==> config.mk <==
export PLATFORM = sky130hd
export DESIGN_NAME = sd_cmd_ctrl
export DESIGN_NICKNAME = d
export VERILOG_FILES = /design/src/rtl/sd_cmd_ctrl.sv
export SDC_FILE = /design/constraint.sdc
export NUM_CORES = 1
export LEC_CHECK = 0
export ABC_AREA = 1
export ABC_CLOCK_PERIOD_IN_PS = 2200
export CAP_MARGIN = 10
export CORE_MARGIN = 4
export CORE_UTILIZATION = 45
export DETAILED_ROUTE_END_ITERATION = 8
export HOLD_SLACK_MARGIN = 0.03
export PLACE_DENSITY = 0.71
export SLEW_MARGIN = 25
export SYNTH_ARGS = -nofsm -noshare
export SYNTH_HDL_FRONTEND = slang
export SYNTH_SLANG_ARGS = --single-unit
==> constraint.sdc <==
create_clock -name clk -period 2.2 [get_ports clk]
set_input_delay 0.33 -clock clk [delete_from_list [all_inputs] [get_ports clk]]
set_output_delay 0.33 -clock clk [all_outputs]
set_load 0.02 [all_outputs]
==> src/rtl/sd_cmd_ctrl.sv <==
// SD-over-SPI command engine: sends a 6-byte SD command frame through the spi byte
// engine, then polls for an R1 response. Optional macro SD_CRC7_EN builds a real CRC7.
module sd_cmd_ctrl #(
    parameter int NCR_MAX = 8
) (
    input  logic        clk,
    input  logic        rst_n,
    input  logic        cmd_start,
    input  logic [5:0]  cmd_index,
    input  logic [31:0] cmd_arg,
    output logic        cmd_busy,
    output logic        cmd_done,
    output logic [7:0]  resp_r1,
    output logic        resp_timeout,
    output logic [7:0]  spi_data_write,
    output logic        spi_write_en,
    output logic        spi_read_en,
    input  logic [7:0]  spi_data_read,
    input  logic        spi_write_busy,
    input  logic        spi_read_busy
);

    typedef enum logic [2:0] {
        S_IDLE     = 3'd0,
        S_TX_ISSUE = 3'd1,
        S_TX_ARM   = 3'd2,
        S_TX_WAIT  = 3'd3,
        S_RX_ISSUE = 3'd4,
        S_RX_ARM   = 3'd5,
        S_RX_WAIT  = 3'd6,
        S_DONE     = 3'd7
    } state_t;

    localparam logic [7:0] NCR_LIMIT = NCR_MAX[7:0];
    localparam logic [2:0] LAST_BYTE = 3'd5;

    state_t      r_state;
    state_t      w_state_nxt;

    logic [5:0]  r_index;
    logic [31:0] r_arg;
    logic [2:0]  r_byte_cnt;
    logic [7:0]  r_poll_cnt;
    logic [7:0]  r_resp_r1;
    logic        r_resp_timeout;
    logic        r_cmd_busy;
    logic        r_cmd_done;
    logic [7:0]  r_data_write;
    logic        r_write_en;
    logic        r_read_en;

    logic [5:0]  w_index_nxt;
    logic [31:0] w_arg_nxt;
    logic [2:0]  w_byte_cnt_nxt;
    logic [7:0]  w_poll_cnt_nxt;
    logic [7:0]  w_resp_r1_nxt;
    logic        w_resp_timeout_nxt;
    logic [7:0]  w_data_write_nxt;

`ifdef SD_CRC7_EN
    // CRC7 (x^7 + x^3 + 1), zero seed, MSB-first over the 40 header bits.
    function automatic logic [6:0] crc7(input logic [39:0] d);
        logic [6:0] c;
        logic       fb;
        c = 7'd0;
        for (int i = 39; i >= 0; i--) begin
            fb = d[i] ^ c[6];
            c  = {c[5:0], 1'b0} ^ {3'b000, fb, 2'b00, fb};
        end
        return c;
    endfunction

    function automatic logic [7:0] crc_byte(input logic [39:0] hdr);
        return {crc7(hdr), 1'b1};
    endfunction
`else
    // Without CRC logic only the two commands legal before CRC is disabled carry a valid CRC.
    function automatic logic [7:0] crc_byte(input logic [5:0] idx);
        logic [7:0] b;
        case (idx)
            6'd0:    b = 8'h95;
            6'd8:    b = 8'h87;
            default: b = 8'hFF;
        endcase
        return b;
    endfunction
`endif

    function automatic logic [7:0] frame_byte(input logic [5:0] idx, input logic [31:0] arg,
                                              input logic [2:0] sel);
        logic [7:0] b;
        case (sel)
            3'd0:    b = {2'b01, idx};
            3'd1:    b = arg[31:24];
            3'd2:    b = arg[23:16];
            3'd3:    b = arg[15:8];
            3'd4:    b = arg[7:0];
`ifdef SD_CRC7_EN
            3'd5:    b = crc_byte({2'b01, idx, arg});
`else
            3'd5:    b = crc_byte(idx);
`endif
            default: b = 8'hFF;
        endcase
        return b;
    endfunction

    // State register.
    always_ff @(posedge clk or negedge rst_n) begin
        if (!rst_n) begin
            r_state <= S_IDLE;
        end else begin
            r_state <= w_state_nxt;
        end
    end

    // Next-state logic.
    always_comb begin
        w_state_nxt = r_state;
        case (r_state)
            S_IDLE: begin
                if (cmd_start) begin
                    w_state_nxt = S_TX_ISSUE;
                end else begin
                    w_state_nxt = S_IDLE;
                end
            end
            S_TX_ISSUE: w_state_nxt = S_TX_ARM;
            S_TX_ARM:   w_state_nxt = S_TX_WAIT;
            S_TX_WAIT: begin
                if (spi_write_busy) begin
                    w_state_nxt = S_TX_WAIT;
                end else if (r_byte_cnt == LAST_BYTE) begin
                    w_state_nxt = S_RX_ISSUE;
                end else begin
                    w_state_nxt = S_TX_ISSUE;
                end
            end
            S_RX_ISSUE: w_state_nxt = S_RX_ARM;
            S_RX_ARM:   w_state_nxt = S_RX_WAIT;
            S_RX_WAIT: begin
                if (spi_read_busy) begin
                    w_state_nxt = S_RX_WAIT;
                end else if (!spi_data_read[7]) begin
                    w_state_nxt = S_DONE;
                end else if (r_poll_cnt == NCR_LIMIT) begin
                    w_state_nxt = S_DONE;
                end else begin
                    w_state_nxt = S_RX_ISSUE;
                end
            end
            S_DONE:     w_state_nxt = S_IDLE;
            default:    w_state_nxt = S_IDLE;
        endcase
    end

    // Output and datapath next values; strobes are registered from the next state.
    always_comb begin
        w_index_nxt        = r_index;
        w_arg_nxt          = r_arg;
        w_byte_cnt_nxt     = r_byte_cnt;
        w_poll_cnt_nxt     = r_poll_cnt;
        w_resp_r1_nxt      = r_resp_r1;
        w_resp_timeout_nxt = r_resp_timeout;
        case (r_state)
            S_IDLE: begin
                if (cmd_start) begin
                    w_index_nxt        = cmd_index;
                    w_arg_nxt          = cmd_arg;
                    w_byte_cnt_nxt     = 3'd0;
                    w_poll_cnt_nxt     = 8'd0;
                    w_resp_r1_nxt      = 8'hFF;
                    w_resp_timeout_nxt = 1'b0;
                end else begin
                    w_index_nxt        = r_index;
                end
            end
            S_TX_WAIT: begin
                if (!spi_write_busy && (r_byte_cnt != LAST_BYTE)) begin
                    w_byte_cnt_nxt = r_byte_cnt + 3'd1;
                end else begin
                    w_byte_cnt_nxt = r_byte_cnt;
                end
            end
            S_RX_ISSUE: begin
                w_poll_cnt_nxt = r_poll_cnt + 8'd1;
            end
            S_RX_WAIT: begin
                if (!spi_read_busy) begin
                    w_resp_r1_nxt = spi_data_read;
                    if (spi_data_read[7] && (r_poll_cnt == NCR_LIMIT)) begin
                        w_resp_timeout_nxt = 1'b1;
                    end else begin
                        w_resp_timeout_nxt = r_resp_timeout;
                    end
                end else begin
                    w_resp_r1_nxt = r_resp_r1;
                end
            end
            default: begin
                w_poll_cnt_nxt = r_poll_cnt;
            end
        endcase
        // The byte is selected from next-cycle values so B0 is ready in the first issue cycle.
        if (w_state_nxt == S_TX_ISSUE) begin
            w_data_write_nxt = frame_byte(w_index_nxt, w_arg_nxt, w_byte_cnt_nxt);
        end else begin
            w_data_write_nxt = r_data_write;
        end
    end

    // Registered datapath and outputs.
    always_ff @(posedge clk or negedge rst_n) begin
        if (!rst_n) begin
            r_index        <= 6'd0;
            r_arg          <= 32'd0;
            r_byte_cnt     <= 3'd0;
            r_poll_cnt     <= 8'd0;
            r_resp_r1      <= 8'hFF;
            r_resp_timeout <= 1'b0;
            r_cmd_busy     <= 1'b0;
            r_cmd_done     <= 1'b0;
            r_data_write   <= 8'hFF;
            r_write_en     <= 1'b0;
            r_read_en      <= 1'b0;
        end else begin
            r_index        <= w_index_nxt;
            r_arg          <= w_arg_nxt;
            r_byte_cnt     <= w_byte_cnt_nxt;
            r_poll_cnt     <= w_poll_cnt_nxt;
            r_resp_r1      <= w_resp_r1_nxt;
            r_resp_timeout <= w_resp_timeout_nxt;
            r_cmd_busy     <= (w_state_nxt != S_IDLE);
            r_cmd_done     <= (w_state_nxt == S_DONE);
            r_data_write   <= w_data_write_nxt;
            r_write_en     <= (w_state_nxt == S_TX_ISSUE);
            r_read_en      <= (w_state_nxt == S_RX_ISSUE);
        end
    end

    assign cmd_busy       = r_cmd_busy;
    assign cmd_done       = r_cmd_done;
    assign resp_r1        = r_resp_r1;
    assign resp_timeout   = r_resp_timeout;
    assign spi_data_write = r_data_write;
    assign spi_write_en   = r_write_en;
    assign spi_read_en    = r_read_en;

endmodule

==> flow_metrics.env, run 1 <==
export IMPL_rows=33
export IMPL_cp_start_kind="flop"
export IMPL_ys_warn_count=0
export IMPL_antennaDiodeCount=0
export IMPL_power_leakage_nw=2.45
export IMPL_worstSetupPathType="flop to flop"
export IMPL_start_util_pct=45.9
export IMPL_die_width_um=99.4
export IMPL_first_global_vias=3264
export IMPL_first_pass_iters=4
export IMPL_numCtsBuffers=9
export IMPL_cts_max_level=3
export IMPL_maxCapViolations=0
export IMPL_period_share_pct=90.2
export IMPL_io_buffers=71
export IMPL_cp_data_required_time_ns=2.47
export IMPL_finalClockSkew_ns=0.0104
export IMPL_placed_cell_area_um2=4670
export IMPL_hp_class="flop to flop"
export IMPL_track_usage_pct=19.2
export IMPL_slowest_stage="dfrtp_1"
export IMPL_setup_slack_ns=0.215
export IMPL_rsz0062_at_grt="no"
export IMPL_critPathBufInv=1
export IMPL_async_flop_share_pct=100
export IMPL_syn_to_final_growth_pct=30.3
export IMPL_final_setup_viol_count=0
export IMPL_crit_family="simple AND/OR/NAND/NOR gates"
export IMPL_first_iter_violations=171
export IMPL_synthTopCellsByArea="dfrtp_1, nand2_1, dfstp_2"
export IMPL_clk_pin_slew_ns=0.07
export IMPL_p_per_area_nw_per_um2=1460
export IMPL_vdd_drop_max_mv=0.620
export IMPL_synth_ff_type="dfrtp_1"
export IMPL_viasPerCell=4.99
export IMPL_critPathMostFrequentCell="nand2_1"
export IMPL_grt_pass1_wl_um=15300
export IMPL_critPathMaxStageDelay_ns=0.41
export IMPL_grt_start_max_net_pins=74
export IMPL_synth_top_area_share_pct=38.0
export IMPL_synth_top_area_cell="dfrtp_1"
export IMPL_slew_violations=0
export IMPL_core_area_um2=8180
export IMPL_hold_viol_final=0
export IMPL_route_detailed_drc=0
export IMPL_yosysMostFrequentCell="nand2_1"
export IMPL_cts_tree="built"
export IMPL_grt_overflow_total=0
export IMPL_drt_total_wl_um=9040
export IMPL_wl_per_cell_um=13.6
export IMPL_synth_top_cells_by_count="nand2_1, dfrtp_1, nor2_1"
export IMPL_nets=612
export IMPL_fin_area_um2=4900
export IMPL_syn_inst=470
export IMPL_drtAntennaViolNets=0
export IMPL_die_h_um=99.4
export IMPL_clock_path_buffers=2
export IMPL_syn_num_nets=525
export IMPL_syn_cell_area_um2=3760
export IMPL_synth_edf_count=0
export IMPL_gp_congestion=0.974
export IMPL_drive_above_1_share_pct=15.3
export IMPL_ys_types=32
export IMPL_endpoint_kind="flop"
export IMPL_cts_setup_buffers=0
export IMPL_root_buffer="clkbuf_8"
export IMPL_place_ws_ns=0.0680
export IMPL_final_min_clock_period_ns=1.99
export IMPL_n_fill_cell=734
export IMPL_crit_chain="inv_1, ha_1, nand3b_1, nand2_1, nand2_1, nand3_2, nand2_4, nor2_4, nand2_1, nand2_1, nor2_1, a21oi_1"
export IMPL_ys_ff_latch=73
export IMPL_slew_headroom_pct=74.3
export IMPL_syn_avg_cell_area_um2=7.99
export IMPL_tns_ns=0
export IMPL_clock_sinks=73
export IMPL_cp_max_fo=7
export IMPL_crit_arrival_ns=2.26
export IMPL_max_freq_ghz=0.504
export IMPL_ioPinCount=72
export IMPL_yosysSeqAreaShare_pct=49.2
export IMPL_clock_latency_ns=0.34
export IMPL_dp_hpwl_um=6870
export IMPL_dieArea_um2=9870
export IMPL_routed_via_count=3326
export IMPL_worstMarginPinSlew_ns=0.385
export IMPL_antenna_found_initial=0
export IMPL_status="complete, no violations"
==> repair_timing <==
item	in CTS	in global routing
hold buffers	1	0
resized for setup	0	2
hold endpoints to repair	42	0
endpoints found under the setup margin	0	3
==> cell type report <==
type / count / area, um2 / share of cell area (%)
clock buffer: 14 / 173 / 3.53
clock inverter: 2 / 37.5 / 0.767
inverter: 30 / 120 / 2.45
multi-input combinational: 355 / 1730 / 35.3
sequential: 73 / 1850 / 37.7
tap: 105 / 131 / 2.68
timing repair buffer: 88 / 861 / 17.6
==> state kept, by name (all words and copies together), names as in the netlist <==
name and flops:
r_arg 32, spi_read_en 1, r_poll_cnt 8, cmd_busy 1, cmd_done 1, spi_write_en 1
r_index 6, resp_r1 8, resp_timeout 1, r_byte_cnt 3, r_state 3, spi_data_write 8
==> routing by layer <==
metal,global-route usage [%],vias up,share of wire (%)
li1,-,1672,-
met1,25.1,1530,45
met2,31.3,103,48
met3,4.77,21,5.7
met4,6.51,0,2.1
met5,0,-,0
==> cells by family (layout without fill, tap and decap cells) <==
kind of cell    after synthesis  after routing  share of synthesized area, %
compound gates               31             31                          5.50
flops                        73             73                          49.2
simple gates                320            320                          39.0
fa+ha+maj                     4              4                          1.33
buf+inv                      42            134                          5.00
==> worst paths after layout <==
path                                         start                       endpoint  slack [ns]  cells after the start
min in group asynchronous                    rst_n      r_poll_cnt[2]$_DFFE_PN0P_        0.53                      3
min reg2reg                     r_arg[8]$_DFF_PN0_             r_arg[8]$_DFF_PN0_        0.48                      2
max in group asynchronous                    rst_n  spi_data_write[6]$_DFFE_PN1P_        1.30                      3
min                             r_arg[8]$_DFF_PN0_             r_arg[8]$_DFF_PN0_        0.48                      2
max reg2reg                r_byte_cnt[1]$_DFF_PN0_  spi_data_write[2]$_DFFE_PN1P_        0.21                     12
max                        r_byte_cnt[1]$_DFF_PN0_  spi_data_write[2]$_DFFE_PN1P_        0.21                     12
==> metrics by stage <==
| step | hold slack, ns | std cells | total power (W) | utilization, % |
|---|---|---|---|---|
| floorplan | 0.0344 | 470 | 0.00477 | - |
| global placement | 0.386 | 650 | 0.00593 | 57.1 |
| detailed placement | 0.383 | 650 | 0.00602 | 57.1 |
| CTS | 0.484 | 667 | 0.00714 | 59.8 |
| global route | 0.499 | 667 | 0.00768 | 59.9 |
| finish | 0.481 | 667 | 0.00712 | 59.9 |
==> power breakdown <==
group	internal (W)	switching (W)	leakage (nW)
clock network	0.000618	0.000465	0.103
registers	0.00200	0.000309	0.897
logic	0.00142	0.00232	1.45
==> tightest hold or removal path, stage by stage, from the launching register on <==
cell and delay, ns:
dfrtp_1 0.33, nand2_1 0.05, nand2_1 0.07
==> layout by cell type (no fill, tap or decap), drive strengths merged, types with 2 or more instances in the layout <==
master / netlist / routed
dfrtp: 57 / 57
nand2: 214 / 214
buf: 12 / 17
o22a: 7 / 7
dfstp: 16 / 16
ha: 4 / 4
clkbuf: 0 / 14
clkdlybuf4s50: 0 / 70
nor2: 56 / 56
o21ai: 6 / 6
nor3: 2 / 2
nand4: 17 / 17
a21oi: 13 / 13
nand3: 29 / 29
inv: 29 / 29
Power figures use the tool's default switching activity.
==> inputs of run 2 (changes only) <==
--- a/config.mk
+++ b/config.mk
@@ -6,7 +6,6 @@
 export NUM_CORES = 1
 export LEC_CHECK = 0
 export ABC_AREA = 1
-export ABC_CLOCK_PERIOD_IN_PS = 2200
 export CAP_MARGIN = 10
 export CORE_MARGIN = 4
 export CORE_UTILIZATION = 45
==> results of run 2 <==
The final DEF is identical to that of run 1; final timing and power are the same.
